[config.mk]
export PLATFORM = sky130hd
export DESIGN_NAME = mio_copy_master
export DESIGN_NICKNAME = d
export VERILOG_FILES = /design/src/rtl/mio_copy_master.sv
export SDC_FILE = /design/constraint.sdc
export NUM_CORES = 1
export LEC_CHECK = 0
export CAP_MARGIN = 20
export CORE_MARGIN = 2
export CORE_UTILIZATION = 49
export CTS_CLUSTER_SIZE = 12
export DETAILED_ROUTE_END_ITERATION = 8
export GPL_TIMING_DRIVEN = 0
export PLACE_DENSITY_LB_ADDON = 0.2
export SLEW_MARGIN = 40
export SYNTH_ARGS = -nofsm -noshare
export SYNTH_HDL_FRONTEND = slang
export SYNTH_SLANG_ARGS = --single-unit
[constraint.sdc]
create_clock -name clk -period 4.4 [get_ports clk]
set_clock_uncertainty 0.2 [all_clocks]
set_input_delay 0.88 -clock clk [delete_from_list [all_inputs] [get_ports clk]]
set_output_delay 0.88 -clock clk [all_outputs]
set_load 0.01 [all_outputs]
[src/rtl/mio_copy_master.sv]
// mio_copy_master: alternate MIO bus initiator that copies a block of 32-bit
// words from a source range to a destination range. It drives the same
// address, write-data and write-strobe set the CPU drives into MIO_BUS, and it
// waits on MIO_ready for every bus phase.
//
// Optional feature, guarded by the macro MIO_COPY_FILL_EN: adds the fill and
// fill_value inputs. With fill=1 the read phases are skipped and every
// destination word is written with fill_value, at one word per cycle.
// Without the macro the block does copies only.
module mio_copy_master #(
  parameter int          CNT_W     = 8,
  parameter logic [31:0] ADDR_STEP = 32'd4
) (
  input  logic             clk,
  input  logic             rst,
  input  logic             start,
  input  logic             abort,
  input  logic [31:0]      src_addr,
  input  logic [31:0]      dst_addr,
  input  logic [CNT_W-1:0] word_count,
`ifdef MIO_COPY_FILL_EN
  input  logic             fill,
  input  logic [31:0]      fill_value,
`endif
  input  logic [31:0]      Cpu_data4bus,
  input  logic             MIO_ready,
  output logic [31:0]      addr_bus,
  output logic [31:0]      Cpu_data2bus,
  output logic             mem_w,
  output logic             bus_req,
  output logic             busy,
  output logic             done,
  output logic [CNT_W-1:0] words_done
);

  typedef enum logic [2:0] {
    S_IDLE   = 3'd0,
    S_RD     = 3'd1,
    S_RD_CAP = 3'd2,
    S_WR     = 3'd3,
    S_DONE   = 3'd4
  } state_e;

  state_e           state_q, state_d;
  logic [31:0]      src_q, src_d;
  logic [31:0]      dst_q, dst_d;
  logic [CNT_W-1:0] rem_q, rem_d;
  logic [31:0]      data_q, data_d;
  logic [CNT_W-1:0] words_done_q, words_done_d;
  logic             fill_q, fill_d;

  // Fill mode is a latched copy of the fill input; without the feature it is
  // permanently off and the WR state always returns to RD.
  logic             fill_in;
  logic [31:0]      fill_value_in;
`ifdef MIO_COPY_FILL_EN
  assign fill_in       = fill;
  assign fill_value_in = fill_value;
`else
  assign fill_in       = 1'b0;
  assign fill_value_in = 32'd0;
`endif

  logic last_word;
  assign last_word = (rem_q == CNT_W'(1));

  // State and datapath registers; reset abandons any transfer in flight.
  always_ff @(posedge clk or posedge rst) begin
    if (rst) begin
      state_q      <= S_IDLE;
      src_q        <= '0;
      dst_q        <= '0;
      rem_q        <= '0;
      data_q       <= '0;
      words_done_q <= '0;
      fill_q       <= 1'b0;
    end else begin
      // NOTE: non-blocking assignments so every register samples the values
      // from before this edge, independent of statement order.
      state_q      <= state_d;
      src_q        <= src_d;
      dst_q        <= dst_d;
      rem_q        <= rem_d;
      data_q       <= data_d;
      words_done_q <= words_done_d;
      fill_q       <= fill_d;
    end
  end

  // Next-state logic: abort wins over the bus handshake in the active states.
  always_comb begin
    // NOTE: default assignment first so no path through the case leaves the
    // signal unassigned, which would otherwise infer a latch.
    state_d = state_q;
    unique case (state_q)
      S_IDLE: begin
        if (start) begin
          if (word_count == '0) state_d = S_DONE;
          else if (fill_in)     state_d = S_WR;
          else                  state_d = S_RD;
        end
      end
      S_RD: begin
        if (abort)          state_d = S_DONE;
        else if (MIO_ready) state_d = S_RD_CAP;
      end
      S_RD_CAP: begin
        state_d = abort ? S_DONE : S_WR;
      end
      S_WR: begin
        if (abort || (MIO_ready && last_word)) state_d = S_DONE;
        else if (MIO_ready)                    state_d = fill_q ? S_WR : S_RD;
      end
      S_DONE:  state_d = S_IDLE;
      default: state_d = S_IDLE;
    endcase
  end

  // Datapath updates: latch the request on start, capture read data, and
  // advance pointers and counters on each completed write.
  always_comb begin
    src_d        = src_q;
    dst_d        = dst_q;
    rem_d        = rem_q;
    data_d       = data_q;
    words_done_d = words_done_q;
    fill_d       = fill_q;
    unique case (state_q)
      S_IDLE: begin
        if (start) begin
          src_d        = src_addr;
          dst_d        = dst_addr;
          rem_d        = word_count;
          words_done_d = '0;
          fill_d       = fill_in;
          // Only preload when words will actually be written, so the write
          // data output keeps showing the last value really written.
          if (fill_in && (word_count != '0)) data_d = fill_value_in;
        end
      end
      S_RD_CAP: begin
        if (!abort) data_d = Cpu_data4bus;
      end
      S_WR: begin
        // A write completing on the same edge as abort still counts.
        if (MIO_ready) begin
          words_done_d = words_done_q + CNT_W'(1);
          rem_d        = rem_q - CNT_W'(1);
          src_d        = src_q + ADDR_STEP;
          dst_d        = dst_q + ADDR_STEP;
        end
      end
      default: ;
    endcase
  end

  // Outputs decoded from state and registers only; no input reaches them.
  always_comb begin
    addr_bus     = 32'd0;
    mem_w        = 1'b0;
    bus_req      = (state_q != S_IDLE);
    busy         = (state_q != S_IDLE);
    done         = (state_q == S_DONE);
    Cpu_data2bus = data_q;
    words_done   = words_done_q;
    unique case (state_q)
      S_RD, S_RD_CAP: addr_bus = src_q;
      S_WR: begin
        addr_bus = dst_q;
        mem_w    = 1'b1;
      end
      default: ;
    endcase
  end

endmodule

==> summary.md, run 1 <==
| Metric | Value |
|---|---|
| Tot Pwr | `roughly 6.7 mW` |
| Area of the multi-input gates | `0.00339 mm^2` |
| Final core occ | `a little over two thirds` |
| Main flop type after synthesis | `dfrtp_1` |
| Worst reg2reg endpoint | `src_q[8]$_DFFE_PP0P_` |
| Post-Synth Simple-Gate Area | `about 22%` |
| Overall Global Routing Usage | `a little over a third` |
| # fillers | `approximately 970` |
| Wire per inst | `between 20 and 25 um` |
| Leakage | `between 3 and 4 nW` |
| Synth cell types | `between 60 and 70` |
| Grt met3 use | `under 10%` |
| Rows | `42` |
| Clk root buf | `clkbuf_16` |
| Seq pwr share | `a little under a third` |
| Clock latency at the later pin of the worst-skew pair | `roughly 430 ps` |
| Crit-path most repeated cell | `nand2_1` |
| Cell Chain, Critical Path | `buf_2 -> xnor2_1 -> nor2_1 -> clkbuf_1 -> nand2_1 -> nand2_1 -> clkdlybuf4s50_1` |
| First-pass GRT wire length | `just under 40 mm` |
| Compound-Gate Fraction of Synth Area | `22.4%` |
| Antenna violations before repair | `0` |
| Final nets | `1044` |
| Clk buf depth | `2` |
| Cells after Synth | `between 700 and 800` |
| Post-detailed-placement cell area | `0.00861 mm^2` |
| Sw frac | `approximately 43%` |
| Main combinational cell family by area after synthesis | `compound AO/OA/AOI/OAI gates` |
| Worst hold path endpoint | `dst_q[1]$_DFFE_PP0P_` |
| DRC viols | `0` |
| Net Count, Synth | `~840` |
| Die width | `approximately 120 um` |
| M1 GR Usage | `46.8%` |
| Period utilisation layout | `between 90% and 100%` |
| Reg clk slew, reported paths | `approximately 60 ps` |
| GPL Wtd Cong | `roughly 1` |
| GRT Max-Usage Layer | `met2` |
| R2R setup slack | `between 1000 and 1500 ps` |
| Final design area excluding fillers | `0.00919 mm^2` |
| DIE AREA | `about 0.014 mm^2` |
| Internal power | `around 3.8 mW` |
| Final min period | `approximately 4300 ps` |
| Setup Fix Bufs, Post-CTS | `0` |
| CTS tree | `yes` |
| Max cap viols | `0` |
| Area grow syn2layout | `40.9%` |
| H-tree Lvls | `4` |
| Vias per inst | `approximately 6.4` |
| Initial Utilization | `approximately half` |
| Num Clock Sinks | `115` |
| Io pins | `185` |
| WS Path Type | `reg2out` |
| # setup viols final | `0` |
| Buffers on Ports | `approximately 180` |
| CTS buffer count | `17` |
| Critical Path Slowest Stage Cell | `clkbuf_1` |
| N_diodes | `0` |
| GRT Residual Overflow | `0` |
| Peak supply drop | `between 400 and 500 uV` |
| CP max stage delay | `~740 ps` |
| CP delay by family, top | `buffers and inverters` |
| Yosys reg bits | `115` |
| Post-synth EDFFs | `0` |
| Worst slew pin tran | `approximately 900 ps` |
| Worst setup SP type | `flip-flop` |
| Switch Pwr | `between 2 and 3 mW` |
| Hold crit path type | `reg2reg` |
| Post_cts resized | `0` |
| Crit path required time | `3320 ps` |
| Routed vias | `between 7000 and 8000` |
| Core box area | `approximately 0.013 mm^2` |
| Register area share after synthesis | `44.1%` |
| Final Max Tran Viols | `0` |
| FMAX | `~230 MHz` |
| Buf+Inv Stages, Crit Path | `3` |
| CP Data Arrival Time | `roughly 3300 ps` |
| PwrDens | `around 730 mW/mm^2` |
| Number of global-route vias before repair | `6850` |
| RSZ-0062 raised after global routing | `no` |
| Worst relative slew slack | `39.7%` |
| Mux cell area share after synthesis | `under 10%` |
| Initial DRC Count | `slightly above 800` |
| Reg2Reg Depth | `6` |
| Mean Syn Cell Area | `8.97 um^2` |
| Worst-path fanout max | `10` |
| Post-route setup slack | `about 73 ps` |
| Initial DRT Pass Iterations | `7` |
| DP Worst Slack | `487 ps` |
| Clock power frac | `20.3%` |
| Status | `finished clean` |
| Die height | `119 um` |
| Largest net degree at the start of global routing | `75` |
| R2r startpoint | `state_q[1]$_DFFE_PP0P_` |
| CP endpoint kind | `output port` |
| Layout cells sized above 1 | `approximately a tenth` |
| Final ANT Viol Nets | `0` |
| Hold Startpoint | `dst_q[1]$_DFFE_PP0P_` |
| Async S/R FF share, synth | `100%` |
| Hpwl dp | `18.0 mm` |
| Storage cell area | `about 0.0029 mm^2` |
| Synthesized area | `approximately 0.0065 mm^2` |
| XOR/XNOR Fraction of Synth Area | `less than 1%` |
| Final Hold Fails | `0` |
| Hold Crit Depth | `2` |
| Power share of the combinational group | `approximately 48%` |
| Routed wire length | `25.4 mm` |
| Ys Warns | `0` |
| Post-synthesis adder-cell area fraction | `less than 1%` |
| Hold buffer count at cts | `0` |
| Global routing met2 resource utilization | `a little under three fifths` |
## flip-flops by register name, summed over array words and instances (netlist names)
signal and count:
Cpu_data2bus 32, dst_q 32, rem_q 8, src_q 32, state_q 3, words_done 8
## cell usage after synthesis (3+ instances only)
library cell / number / area, um^2
a211oi_1: 8 / 60.1
a21o_1: 5 / 37.5
a21oi_1: 78 / 390
a22o_1: 22 / 193
a22oi_1: 4 / 30.0
a2bb2oi_1: 7 / 61.3
a311oi_1: 6 / 52.6
a31oi_1: 5 / 31.3
and2_1: 6 / 37.5
and3_1: 12 / 75.1
and4_1: 6 / 52.6
buf_1: 4 / 15.0
buf_2: 15 / 75.1
clkbuf_1: 32 / 120
dfrtp_1: 115 / 2880
ha_1: 5 / 62.6
inv_1: 8 / 30.0
mux2_1: 8 / 90.1
mux2_2: 24 / 270
mux2i_1: 3 / 30.0
nand2_1: 89 / 334
nand3_1: 31 / 155
nand4_1: 16 / 100
nor2_1: 58 / 218
nor3_1: 21 / 105
nor3b_1: 3 / 22.5
nor4_1: 4 / 25.0
o21ai_0: 37 / 185
o21ai_1: 5 / 25.0
o22a_1: 8 / 70.1
o22ai_1: 26 / 163
o2bb2a_1: 4 / 40.0
or3_1: 7 / 43.8
or4_1: 3 / 22.5
xor2_1: 5 / 43.8
## worst max-delay path by stage
stage                           startpoint                           to  slack (ps)  cells after the start
finish              state_q[1]$_DFFE_PP0P_                  addr_bus[6]          70                      7
global route        state_q[1]$_DFFE_PP0P_                  addr_bus[6]          20                      7
CTS                 state_q[2]$_DFFE_PP0P_                 addr_bus[17]          30                      6
detailed placement  state_q[2]$_DFFE_PP0P_                 addr_bus[17]         490                      6
global placement                       rst        dst_q[31]$_DFFE_PP0P_       -1410                      2
floorplan                              rst  Cpu_data2bus[0]$_DFFE_PP0P_         280                      1
## layer usage
| layer | vias to the layer above | routed length, um |
|---|---|---|
| met5 | - | 0 |
| met4 | 0 | 1010 |
| met3 | 89 | 2580 |
| met2 | 492 | 11800 |
| met1 | 3405 | 9980 |
| li1 | 3122 | - |
## power groups by stage
stage,logic (mW),clock network (mW),registers [mW]
2_1_floorplan,1.67,0,1.99
4_1_cts,3.17,1.35,2.06
6_report,3.22,1.35,2.09
3_5_place_dp,3.14,0,2.07
3_3_place_gp,3.07,0,2.03
5_1_grt,3.42,1.40,2.14
## area by class of cell
type / instances / share of cell area, %
multi-input combinational: 550 / 36.9
sequential: 115 / 31.3
timing repair buffer: 184 / 20.2
clock buffer: 17 / 4.63
buffer: 53 / 2.55
tap: 176 / 2.40
clock inverter: 15 / 1.55
inverter: 9 / 0.449
## through the flow
step / hold WS (ps) / instances / TNS (ps)
after floorplan: 246 / 727 / 0
after global routing: 294 / 1119 / 0
after CTS: 280 / 1119 / 0
after detailed placement: 271 / 1087 / 0
after global placement: 262 / 1086 / -161400
final: 281 / 1119 / 0
## layout by cell type (no fill, tap or decap), types with 7 or more instances in the layout
cell and n:
mux2_2 24, dfrtp_1 115, clkbuf_16 17, inv_8 8, or3_1 7, mux2_1 8, nand3_1 31, nor2_1 58
a2bb2oi_1 7, o22a_1 8, and3_1 12, nor3_1 21, a22o_1 22, inv_1 7, o21ai_0 37, clkdlybuf4s50_1 183
clkbuf_1 30, nand4_1 16, buf_2 15, a21oi_1 78, a211oi_1 8, nand2_1 89, o22ai_1 26
## cells by family after synthesis
| kind of cell | count (synthesis) |
|---|---|
| AO/OA/AOI/OAI | 229 |
| XOR/XNOR | 6 |
| adder cells (fa/ha/maj) | 5 |
| buffers and inverters | 62 |
| flip-flops | 115 |
| multiplexers | 35 |
| AND/OR/NAND/NOR | 275 |
## worst register-to-register path, delay by kind of cell, from the launching register on
family	cells	cell delay, ps
and+or+nand+nor	1	350
buffers and inverters	3	1250
AOI/OAI and AO/OA	2	530
DFF	1	420
No activity file was read; power rests on OpenSTA's default activity.
==> run 2, diff against run 1 <==
CORE_MARGIN = unset   (was 2)
==> run 2 against run 1 <==
The run now ends with design-rule violations left. Worst setup slack improved by 60 ps. Count of clock-buffer cells in the layout unchanged. Non-clock buffer count unchanged. Sequential power about the same. Combinational power about the same. Register-to-register slack got worse by 50 ps. Critical path type unchanged. Critical endpoint is now addr_bus[20]. Largest power group unchanged.
==> summary.md, run 2 (synthesis gave the netlist of run 1 again) <==
| Metric | Value |
|---|---|
| N_diodes | `0` |
| Commonest non-fill, non-tap cells in the layout | `183 x clkdlybuf4s50_1, 115 x dfrtp_1, 89 x nand2_1` |
| Core box area | `between 0.01 and 0.015 mm^2` |
| GRT Residual Overflow | `0` |
| Area of the multi-input gates | `between 0.003 and 0.004 mm^2` |
| Io pins | `around 190` |
| Number of global-route vias before repair | `slightly below 7000` |
| Failing checks | `design-rule violations` |
| R2r startpoint | `dst_q[2]$_DFFE_PP0P_` |
| Final ANT Viol Nets | `0` |
| Die height | `about 120 um` |
| Reg clk slew, reported paths | `about 60 ps` |
| CTS tree | `yes` |
| # setup viols final | `0` |
| Largest net degree at the start of global routing | `78` |
| Antenna violations before repair | `0` |
| Worst-path fanout max | `10` |
| RSZ-0062 raised after global routing | `no` |
| FMAX | `approximately 230 MHz` |
| DRC viols | `1` |
| Initial DRT Pass Iterations | `8` |
| R2R setup slack | `1430 ps` |
| Most common cell after layout, fill and taps aside | `clkdlybuf4s50_1` |
| Routed wire length | `roughly 25 mm` |
| Worst relative slew slack | `approximately 46%` |
| Die width | `around 120 um` |
| Crit path required time | `around 3300 ps` |
| Leakage | `around 3.7 nW` |
| Worst reg2reg endpoint | `dst_q[30]$_DFFE_PP0P_` |
| Vias per inst | `between 6 and 7` |
| Storage cell area | `between 0.002 and 0.003 mm^2` |
| Overall Global Routing Usage | `a little over a third` |
| Hold_ws | `between 200 and 300 ps` |
| First-pass GRT wire length | `approximately 38 mm` |
| Rows | `41` |
| CP startpoint | `state_q[2]$_DFFE_PP0P_` |
| Final min period | `4270 ps` |
| DIE AREA | `about 0.014 mm^2` |
| Routed vias | `roughly 7100` |
| Hold crit path type | `reg2reg` |
| CP Data Arrival Time | `about 3200 ps` |
| Clock latency at the later pin of the worst-skew pair | `420 ps` |
| Initial Utilization | `51.1%` |
| Area grow syn2layout | `41.1%` |
| Period utilisation layout | `a little under 100%` |
| Buffers on Ports | `roughly 180` |
| Final Hold Fails | `0` |
| Final nets | `1044` |
| PwrDens | `about 730 mW/mm^2` |
| CTS buffer count | `17` |
| Layout cells sized above 1 | `under 10%` |
| Peak supply drop | `between 400 and 500 uV` |
| Initial DRC Count | `~910` |
| GPL Wtd Cong | `between 0.9 and 1` |
| Max cap viols | `0` |
| H-tree Lvls | `4` |
| Worst setup SP type | `flip-flop` |
| Worst slew pin tran | `813 ps` |
| Hpwl dp | `about 17 mm` |
| Setup Fix Bufs, Post-CTS | `0` |
| WS Path Type | `reg2out` |
| Worst setup path endpoint | `addr_bus[20]` |
| Wire per inst | `approximately 22 um` |
| Final Max Tran Viols | `0` |
| CP endpoint kind | `output port` |
| Clk root buf | `clkbuf_16` |
| Num Clock Sinks | `roughly 120` |
| Status | `finished with violations` |
| Reg2Reg Depth | `7` |
| Setup TNS | `0 ps` |
| Clk buf depth | `2` |
| # fillers | `940` |
[run 2: cell count changes in the layout (fill, tap and decap cells not counted)]
| cell | delta |
|---|---|
| clkbuf_2 | -2 |
| buf_1 | +1 |
| clkbuf_1 | +1 |
| inv_8 | -6 |
| bufinv_16 | +2 |
| nor4_2 | -1 |
| clkinvlp_4 | +1 |
| inv_6 | +3 |
| nor4_1 | +1 |
[run 2: area by class of cell]
type	count	area share, %
multi-input cells	550	36.7
flip-flops and latches	115	31.3
repair buffers	184	20.2
clock buffers	17	4.62
plain buffers	53	2.52
well taps	172	2.34
clock inverters	15	1.84
inverters	9	0.449
[run 2: worst max-delay path: stages, from the launching register on]
cell             delay [ps]
dfrtp_1                 380
nand3b_1                380
inv_2                   210
clkbuf_1                400
buf_1                   550
a22o_1                  290
clkdlybuf4s50_1         550
[run 2: how the worst min path moves through the flow]
stage	cells after the start	slack, ps	start	to
2_1_floorplan	2	250	dst_q[0]$_DFFE_PP0P_	dst_q[0]$_DFFE_PP0P_
3_3_place_gp	2	260	src_q[1]$_DFFE_PP0P_	src_q[1]$_DFFE_PP0P_
3_5_place_dp	1	280	Cpu_data2bus[3]$_DFFE_PP0P_	Cpu_data2bus[3]$_DFFE_PP0P_
4_1_cts	1	290	Cpu_data2bus[0]$_DFFE_PP0P_	Cpu_data2bus[0]$_DFFE_PP0P_
5_1_grt	1	300	Cpu_data2bus[0]$_DFFE_PP0P_	Cpu_data2bus[0]$_DFFE_PP0P_
6_report	1	290	Cpu_data2bus[0]$_DFFE_PP0P_	Cpu_data2bus[0]$_DFFE_PP0P_
[run 2: power breakdown]
group | internal (mW) | leakage (nW) | switching, mW
combinational | 1.50 | 2.10 | 1.69
sequential | 1.54 | 1.36 | 0.535
clock | 0.847 | 0.284 | 0.565
total | 3.89 | 3.74 | 2.79
[run 2: metrics by stage]
step / worst slack (ps) / area [um^2] / util (%) / power (mW) / cells
final: 133 / 9200 / 72.0 / 6.68 / 1115
after global routing: 27.1 / 9200 / 72.0 / 6.97 / 1115
after CTS: 109 / 9200 / 72.0 / 6.60 / 1115
after detailed placement: 574 / 8600 / 67.4 / 5.17 / 1083
after global placement: -1430 / 8570 / 67.1 / 5.07 / 1082
after floorplan: 276 / 6520 / - / 3.65 / 727
[run 2: per-layer routing]
| layer | up-vias | track usage, % | routed length, um |
|---|---|---|---|
| li1 | 3112 | - | - |
| met3 | 69 | 9.00 | 2730 |
| met1 | 3451 | 47.2 | 9670 |
| met2 | 498 | 56.3 | 11400 |
| met4 | 0 | 14.9 | 670 |
| met5 | - | 0 | 0 |
[run 2: repair_timing]
| action | CTS | global route |
|---|---|---|
| setup endpoints to repair | 0 | 5 |
| hold buffers | 0 | 0 |
| resized for setup | 0 | 3 |
